File: config.mk
export PLATFORM = sky130hd
export DESIGN_NAME = operand_skewer
export DESIGN_NICKNAME = d
export VERILOG_FILES = /design/src/rtl/operand_skewer.sv
export SDC_FILE = /design/constraint.sdc
export NUM_CORES = 1
export LEC_CHECK = 0
export BUFFER_PORTS_ARGS = -buffer_cell sky130_fd_sc_hd__buf_2
export CORE_AREA = 2 2 214 111
export DETAILED_ROUTE_END_ITERATION = 10
export DIE_AREA = 0 0 216 113
export PLACE_DENSITY_LB_ADDON = 0.15
export SYNTH_ARGS = -nofsm -noshare
export SYNTH_HDL_FRONTEND = slang
export SYNTH_SLANG_ARGS = --single-unit
export TNS_END_PERCENT = 20
File: constraint.sdc
create_clock -name clk -period 4.6 [get_ports clk]
set_clock_uncertainty 0.05 [all_clocks]
set_input_delay 0.69 -clock clk [delete_from_list [all_inputs] [get_ports clk]]
set_output_delay 0.69 -clock clk [all_outputs]
set_load 0.05 [all_outputs]
File: src/rtl/operand_skewer.sv
// Feeds a 4x4 systolic array: skews A columns / B rows so lane i lags lane 0 by i beats,
// then flushes zeros until the last skewed column has drained.
module operand_skewer #(
    parameter int unsigned DATA_W = 16,
    parameter int unsigned LANES  = 4
) (
    input  logic                      clk,
    input  logic                      rst,
    input  logic                      start,
    input  logic [3:0]                len,
    input  logic                      in_valid,
    output logic                      in_ready,
    input  logic [DATA_W*LANES-1:0]   in_a,
    input  logic [DATA_W*LANES-1:0]   in_b,
    output logic [DATA_W*LANES-1:0]   out_a,
    output logic [DATA_W*LANES-1:0]   out_b,
    output logic                      out_valid,
    output logic                      sa_clear,
    output logic                      busy,
    output logic                      done
);

    localparam int unsigned BUS_W      = DATA_W * LANES;
    localparam logic [2:0]  FLUSH_LAST = 3'd5;

    typedef enum logic [2:0] {
        S_IDLE  = 3'd0,
        S_CLEAR = 3'd1,
        S_FEED  = 3'd2,
        S_FLUSH = 3'd3,
        S_DONE  = 3'd4
    } state_t;

    state_t           state;
    state_t           state_nxt;
    logic [3:0]       len_q;
    logic [3:0]       col_cnt;
    logic [2:0]       flush_cnt;
    logic             accept;
    logic             shift;
    logic             last_col;
    logic [BUS_W-1:0] shin_a;
    logic [BUS_W-1:0] shin_b;
    logic [BUS_W-1:0] tap_a;
    logic [BUS_W-1:0] tap_b;
    logic             in_ready_nxt;
    logic             sa_clear_nxt;
    logic             busy_nxt;
    logic             done_nxt;

    assign accept   = (state == S_FEED) & in_valid;
    assign last_col = (col_cnt == (len_q - 4'd1));
    assign shift    = accept | (state == S_FLUSH);
    assign shin_a   = (state == S_FEED) ? in_a : '0;
    assign shin_b   = (state == S_FEED) ? in_b : '0;

    always_ff @(posedge clk) begin
        if (rst) begin
            state <= S_IDLE;
        end else begin
            state <= state_nxt;
        end
    end

    always_comb begin
        state_nxt = state;
        case (state)
            S_IDLE:  if (start) state_nxt = (len == 4'd0) ? S_DONE : S_CLEAR;
            S_CLEAR: state_nxt = S_FEED;
            S_FEED:  if (accept && last_col) state_nxt = S_FLUSH;
            S_FLUSH: if (flush_cnt == FLUSH_LAST) state_nxt = S_DONE;
            S_DONE:  state_nxt = S_IDLE;
            default: state_nxt = S_IDLE;
        endcase
    end

    // Control outputs are registered from the next state so they line up with it.
    always_comb begin
        in_ready_nxt = 1'b0;
        sa_clear_nxt = 1'b0;
        busy_nxt     = 1'b0;
        done_nxt     = 1'b0;
        in_ready_nxt = (state_nxt == S_FEED);
        sa_clear_nxt = (state_nxt == S_CLEAR);
        busy_nxt     = (state_nxt != S_IDLE);
        done_nxt     = (state_nxt == S_DONE);
    end

    always_ff @(posedge clk) begin
        if (rst) begin
            len_q     <= 4'd0;
            col_cnt   <= 4'd0;
            flush_cnt <= 3'd0;
        end else begin
            if ((state == S_IDLE) && start && (len != 4'd0)) len_q <= len;
            if (state == S_CLEAR)  col_cnt <= 4'd0;
            else if (accept)       col_cnt <= col_cnt + 4'd1;
            if (state == S_FLUSH)  flush_cnt <= flush_cnt + 3'd1;
            else                   flush_cnt <= 3'd0;
        end
    end

    assign tap_a[DATA_W-1:0] = shin_a[DATA_W-1:0];
    assign tap_b[DATA_W-1:0] = shin_b[DATA_W-1:0];

    // Lane i delay line is i stages deep; it only advances on shift cycles so stalls keep alignment.
    for (genvar i = 1; i < LANES; i++) begin : g_lane
        logic [DATA_W-1:0] dla [i];
        logic [DATA_W-1:0] dlb [i];

        always_ff @(posedge clk) begin
            if (rst) begin
                for (int k = 0; k < i; k++) begin
                    dla[k] <= '0;
                    dlb[k] <= '0;
                end
            end else if (shift) begin
                dla[0] <= shin_a[i*DATA_W +: DATA_W];
                dlb[0] <= shin_b[i*DATA_W +: DATA_W];
                for (int k = 1; k < i; k++) begin
                    dla[k] <= dla[k-1];
                    dlb[k] <= dlb[k-1];
                end
            end
        end

        assign tap_a[i*DATA_W +: DATA_W] = dla[i-1];
        assign tap_b[i*DATA_W +: DATA_W] = dlb[i-1];
    end

    always_ff @(posedge clk) begin
        if (rst) begin
            out_a     <= '0;
            out_b     <= '0;
            out_valid <= 1'b0;
            in_ready  <= 1'b0;
            sa_clear  <= 1'b0;
            busy      <= 1'b0;
            done      <= 1'b0;
        end else begin
            out_valid <= shift;
            if (shift) begin
                out_a <= tap_a;
                out_b <= tap_b;
            end
            in_ready <= in_ready_nxt;
            sa_clear <= sa_clear_nxt;
            busy     <= busy_nxt;
            done     <= done_nxt;
        end
    end

endmodule

-- Word-level counts from Yosys, hierarchy flattened
Memory sizes are Yosys's and may differ from the RTL's. A register that Yosys moved wholly into a read port is not among the register bits.
Index checks and enable logic that the tools add are counted.
- memories: 6
- output and inout bits: 133
- bits of input ports: 136
- logic and storage cells: 78
- bits in writable memories: 192
- flip-flop bits (word level): 147
- equality and inequality tests: 8
- $add $sub $neg: 3
- bitwise logic cells: 13
- muxes and demuxes: 26
- reduce and logical (&&, ||, !) cells: 11
- memories (name ; depth ; width ; read ports ; clocked after Yosys merged registers in ; write ports ; line ; RTL):
    g_lane[3].dla ; 3 ; 16 ; 3 ; 1 ; 3 ; 108 ; logic [DATA_W-1:0] dla [i];
    g_lane[3].dlb ; 3 ; 16 ; 3 ; 1 ; 3 ; 109 ; logic [DATA_W-1:0] dlb [i];
    g_lane[2].dla ; 2 ; 16 ; 2 ; 1 ; 2 ; 108 ;
    g_lane[2].dlb ; 2 ; 16 ; 2 ; 1 ; 2 ; 109 ;
    g_lane[1].dla ; 1 ; 16 ; 1 ; 1 ; 1 ; 108 ;
    g_lane[1].dlb ; 1 ; 16 ; 1 ; 1 ; 1 ; 109 ;
- operators by type and width (operator ; number):
    $mux W16 ; 12
    $mux W64 ; 2
    $reduce_or A16 Y1 ; 2
    $mux W3 ; 4
    $pmux W3 S4 ; 1
    $or A1 B1 Y1 ; 11
    $eq A3 B2 Y1 const B ; 3
    $mux W1 ; 7
    $eq A3 B1 Y1 const B ; 2
    $eq A3 B3 Y1 const B ; 2
    $add A4 B1 Y4 const B ; 1
    $eq A4 B4 Y1 ; 1
    $logic_not A4 Y1 ; 1
    $reduce_bool A4 Y1 ; 1
    $reduce_or A2 Y1 ; 2
    $sub A4 B1 Y4 const B ; 1
    $add A3 B1 Y3 const B ; 1
    $logic_and A1 B1 Y1 ; 3
    $logic_not A3 Y1 ; 1
    $reduce_bool A3 Y1 ; 1
    $and A1 B1 Y1 ; 1
    $not A1 Y1 ; 1

-- Longest topological paths before layout
- word-level depth: 8
- mapped depth: 7
- gate-level depth less buffers: 6

-- Worst setup path before layout
No wires, ideal clock.
- path kind: input port to flip-flop
- start point: in in_valid
- end point: mem g_lane[1].dla[0][0], enable pin
- setup slack: 0.541 ns
- library setup time: 0.459 ns
- stages on the path: 7
- path buffers: 3
- arrival: 3.550 ns
- data required time: 4.091 ns
- cell sequence: nor2_1 or2_1 nor2b_1 buf_2 buf_6 buf_6 inv_2
- longest elaborated chain between the ends: 7
- RTL lines (what ; line ; RTL):
    from (decl) ; 11 ; input logic in_valid,
    $and A1 B1 Y1 (*) ; 51 ; assign accept = (state == S_FEED) & in_valid;
    $or A1 B1 Y1 (*) ; 53 ; assign shift = accept | (state == S_FLUSH);
    $mux W1 (*) ; 117 ; end else if (shift) begin
    $mux W1 (*) ; 112 ; if (rst) begin
    $mux W1 (not written as such) (*) ; 118 ; dla[0] <= shin_a[i*DATA_W +: DATA_W];
    $reduce_or A16 Y1 (no source line) ; n/a ;
    $mux W1 (no source line) (*) ; n/a ;
    to (decl) ; 108 ;
Mark *: on every way between the ends. The rest lies on a longest branch, timed or not.

-- Worst setup path after layout
- start point: reg state[2]
- end point: reg out_a[50] (read register of g_lane[3].dla)
- longest elaborated chain between the ends: 3
- elaborated cells between the ends (all ways): 4
- classes of those cells: 2 x eq/ne; 2 x bitwise
- RTL lines (what ; line ; RTL):
    from (decl) ; 34 ; state_t state;
    from (signal assigned) ; 61 ; state <= state_nxt;
    $eq A3 B2 Y1 ; 51 ;
    $and A1 B1 Y1 ; 51 ;
    $or A1 B1 Y1 (*) ; 53 ;
    to (decl) ; 15 ; output logic [DATA_W*LANES-1:0] out_a,
Marks and branches as above.
A chain may end at the register's enable or synchronous reset.

==> metrics.md <==
| Metric | Value |
|---|---|
| Post-CTS Hold Buffers | 0 |
| Yosys top cell by area | edfxtp_1 |
| RSZ-0062 raised after global routing | false |
| Die W | 216 um |
| Total die area | 0.0244 mm^2 |
| Post-Syn Instances | 780 |
| Grt total ovfl | 0 |
| Synthesized area per cell | approximately 15 um^2 |
| Area growth syn-to-layout | 21.1% |
| Tcrit/Tclk final | 0.613 |
| DR iter-0 viols | 523 |
| Final Setup Violations | 0 |
| IO Pins | 269 |
| Yosys synthesis warning count | 0 |
| Layout cells sized above 1 | 0.308 |
| Setup TNS | 0 ns |
| Clock Tree Buf Depth | 3 |
| Placed cell count | ~1300 |
| Die Height | 113 um |
| Largest delay share family, worst path | buffers and inverters |
| Clock latency at the later pin of the worst-skew pair | between 0.5 and 0.6 ns |
| Worst Path Buf+Inv | 2 |
| Most frequent cell on the critical path | buf_4 |
| Maximum VDD drop | approximately 0.00028 V |
| Placed cell area | roughly 0.013 mm^2 |
| Top post-synthesis cells by area | edfxtp_1 (49%), dfxtp_1 (25%), and2_1 (10%), a22o_1 (9.4%), buf_2 (0.72%) |
| Crit path DAT | ~3.2 ns |
| Global-route wire length before repair | between 30000 and 40000 um |
| Detailed-route DRC error count | 0 |
| Post-Syn Area | between 0.01 and 0.015 mm^2 |
| Synth top cells by count | and2_1 (193), edfxtp_1 (192), dfxtp_1 (147) |
| Fmax | 355 MHz |
| Tmin final | 2.82 ns |
| Design Area, Final | 0.0142 mm^2 |
| Share of the synthesized area in the top cell type | 0.490 |
| Placer Congestion | around 0.77 |
| Status | finished clean |
| Tightest Hold Check Type | primary input to register |
| EDFF count, synth | between 150 and 200 |
| Layout Cells excl Fill | 1365 |
| Final Routed Wirelength | approximately 22000 um |
| H-tree depth | 1 |
| First-pass iteration count of the detailed router | 4 |
| Cell with the most instances after synthesis | and2_1 |
| Max-slew headroom at the worst pin | 0.315 |
| Clock-pin slew on the worst setup and hold paths | 0.07 ns |
| Worst path max stage delay | 0.73 ns |
| DPL Wire Length | 14000 um |
| Via count | 6740 |
| Fillers | 1740 |
| Pin count of the biggest net entering global routing | 127 |
| Crit end category | register |
| Post-Synthesis Net Count | 920 |
| Layout Utilization | 0.634 |
| GRT Total Usage | 0.179 |
| Postcts setup bufs | 0 |
| TritonCTS Buffers | 29 |
| #FFs+latches synth | 339 |
| Maximum capacitance violations | 0 |
| Vias/cell | 4.94 |
| Number of global-route vias before repair | between 6000 and 7000 |
| NumNets Final | 1176 |
| TritonCTS clock tree | built |
| Initial Util | 0.524 |
| Synth Flop Type | edfxtp_1 |
| Initial antenna violation count | 3 |
| Worst slew pin tran | 1.03 ns |
| CTS resizes | 0 |
| Power per standard cell area | 431 mW/mm^2 |
| Async set or reset register ratio after synthesis | 0 |
| Core area | 0.0224 mm^2 |
| Clock Tree Root | clkbuf_16 |
| Worst endpoint required time | 5.02 ns |
| I/O Buffers | around 270 |
| DR WL/cell | 16.3 um |
| Synth cell types | 35 |
| Static Leak | 6.13 nW |
| Fin. Hold Viols | 0 |
| CP Cell Sequence | nand2b_1 > or2_1 > nor2b_4 > buf_4 > buf_4 > a22o_1 |
| CP Class | register to register |
| Seq/Total Area, Yosys | 0.741 |
| Routed Antenna Nets | 0 |
| CP max FO | between 70 and 80 |
| Row count | 39 |
| Startpoint types | register |
| Final Slew Violations | 0 |
| Slowest cell on the critical path | buf_4 |
| Clk sinks | around 340 |
[cell type report]
type,instances,area (um^2),share of cell area
Antenna cell,1,2.50,0.000176
Clock buffer,37,776,0.0545
Clock inverter,15,119,0.00835
Inverter,5,26.3,0.00185
Multi-Input combinational cell,385,2800,0.196
Sequential cell,339,8710,0.612
Tap cell,307,384,0.0270
Timing Repair Buffer,276,1430,0.100
[sequential cells by signal (all words and copies together) (netlist names)]
register	flops
col_cnt	4
in_ready	1
state	3
len_q	4
sa_clear	1
out_b	64
out_a	64
done	1
out_valid	1
flush_cnt	3
g_lane.dla	96
busy	1
g_lane.dlb	96
[cell usage in the layout, fill, tap and decap left out, drive strengths merged, types with 4 or more instances in the layout]
| cell | count |
|---|---|
| buf | 276 |
| inv | 5 |
| a22o | 126 |
| clkbuf | 37 |
| dfxtp | 147 |
| ha | 4 |
| nand2 | 4 |
| a22oi | 6 |
| and2 | 193 |
| xor2 | 4 |
| xnor2 | 4 |
| nor2 | 17 |
| edfxtp | 192 |
| clkinv | 13 |
[per-stage QoR]
stage	setup slack [ns]	total power, mW	hold slack [ns]
final	1.78	6.14	0.304
after detailed placement	1.56	3.88	0.390
after global routing	1.61	6.37	0.289
after floorplan	0.541	3.74	0.371
after global placement	1.59	3.87	0.383
after CTS	1.82	6.21	0.281
[power by group]
group | internal, mW | leakage [nW] | switching (mW) | total [mW]
registers | 3.35 | 3.19 | 0.0463 | 3.40
logic | 0.123 | 2.49 | 0.288 | 0.411
clock network | 1.30 | 0.446 | 1.04 | 2.34
[final timing paths]
kind                            start   endpoint  slack [ns]  cells past startpoint
setup / recovery             state[2]  out_a[50]        1.78                      6
hold / removal                in_b[3]   out_b[3]        0.30                      2
setup reg to reg             state[2]  out_a[50]        1.78                      6
hold reg to reg   g_lane[1].dlb[0][4]  out_b[20]        0.40                      1
[per-layer routing]
metal / vias up / part of all wire / track usage
met2: 173 / 0.42 / 0.251
met3: 34 / 0.070 / 0.0562
li1: 3345 / - / -
met5: - / 0.0012 / 0
met4: 4 / 0.014 / 0.0352
met1: 3184 / 0.49 / 0.275
[cells by family (layout without fill, tap and decap cells)]
family / Yosys count / in the layout / share of synthesized area
flops: 339 / 339 / 0.741
simple gates: 232 / 232 / 0.120
compound gates: 139 / 139 / 0.103
buf+inv: 56 / 333 / 0.0232
xor+xnor: 9 / 9 / 0.00787
fa+ha+maj: 4 / 4 / 0.00426
mux: 1 / 1 / 0.000851
other cells: 0 / 1 / 0
No activity file was read; power rests on OpenSTA's default activity.
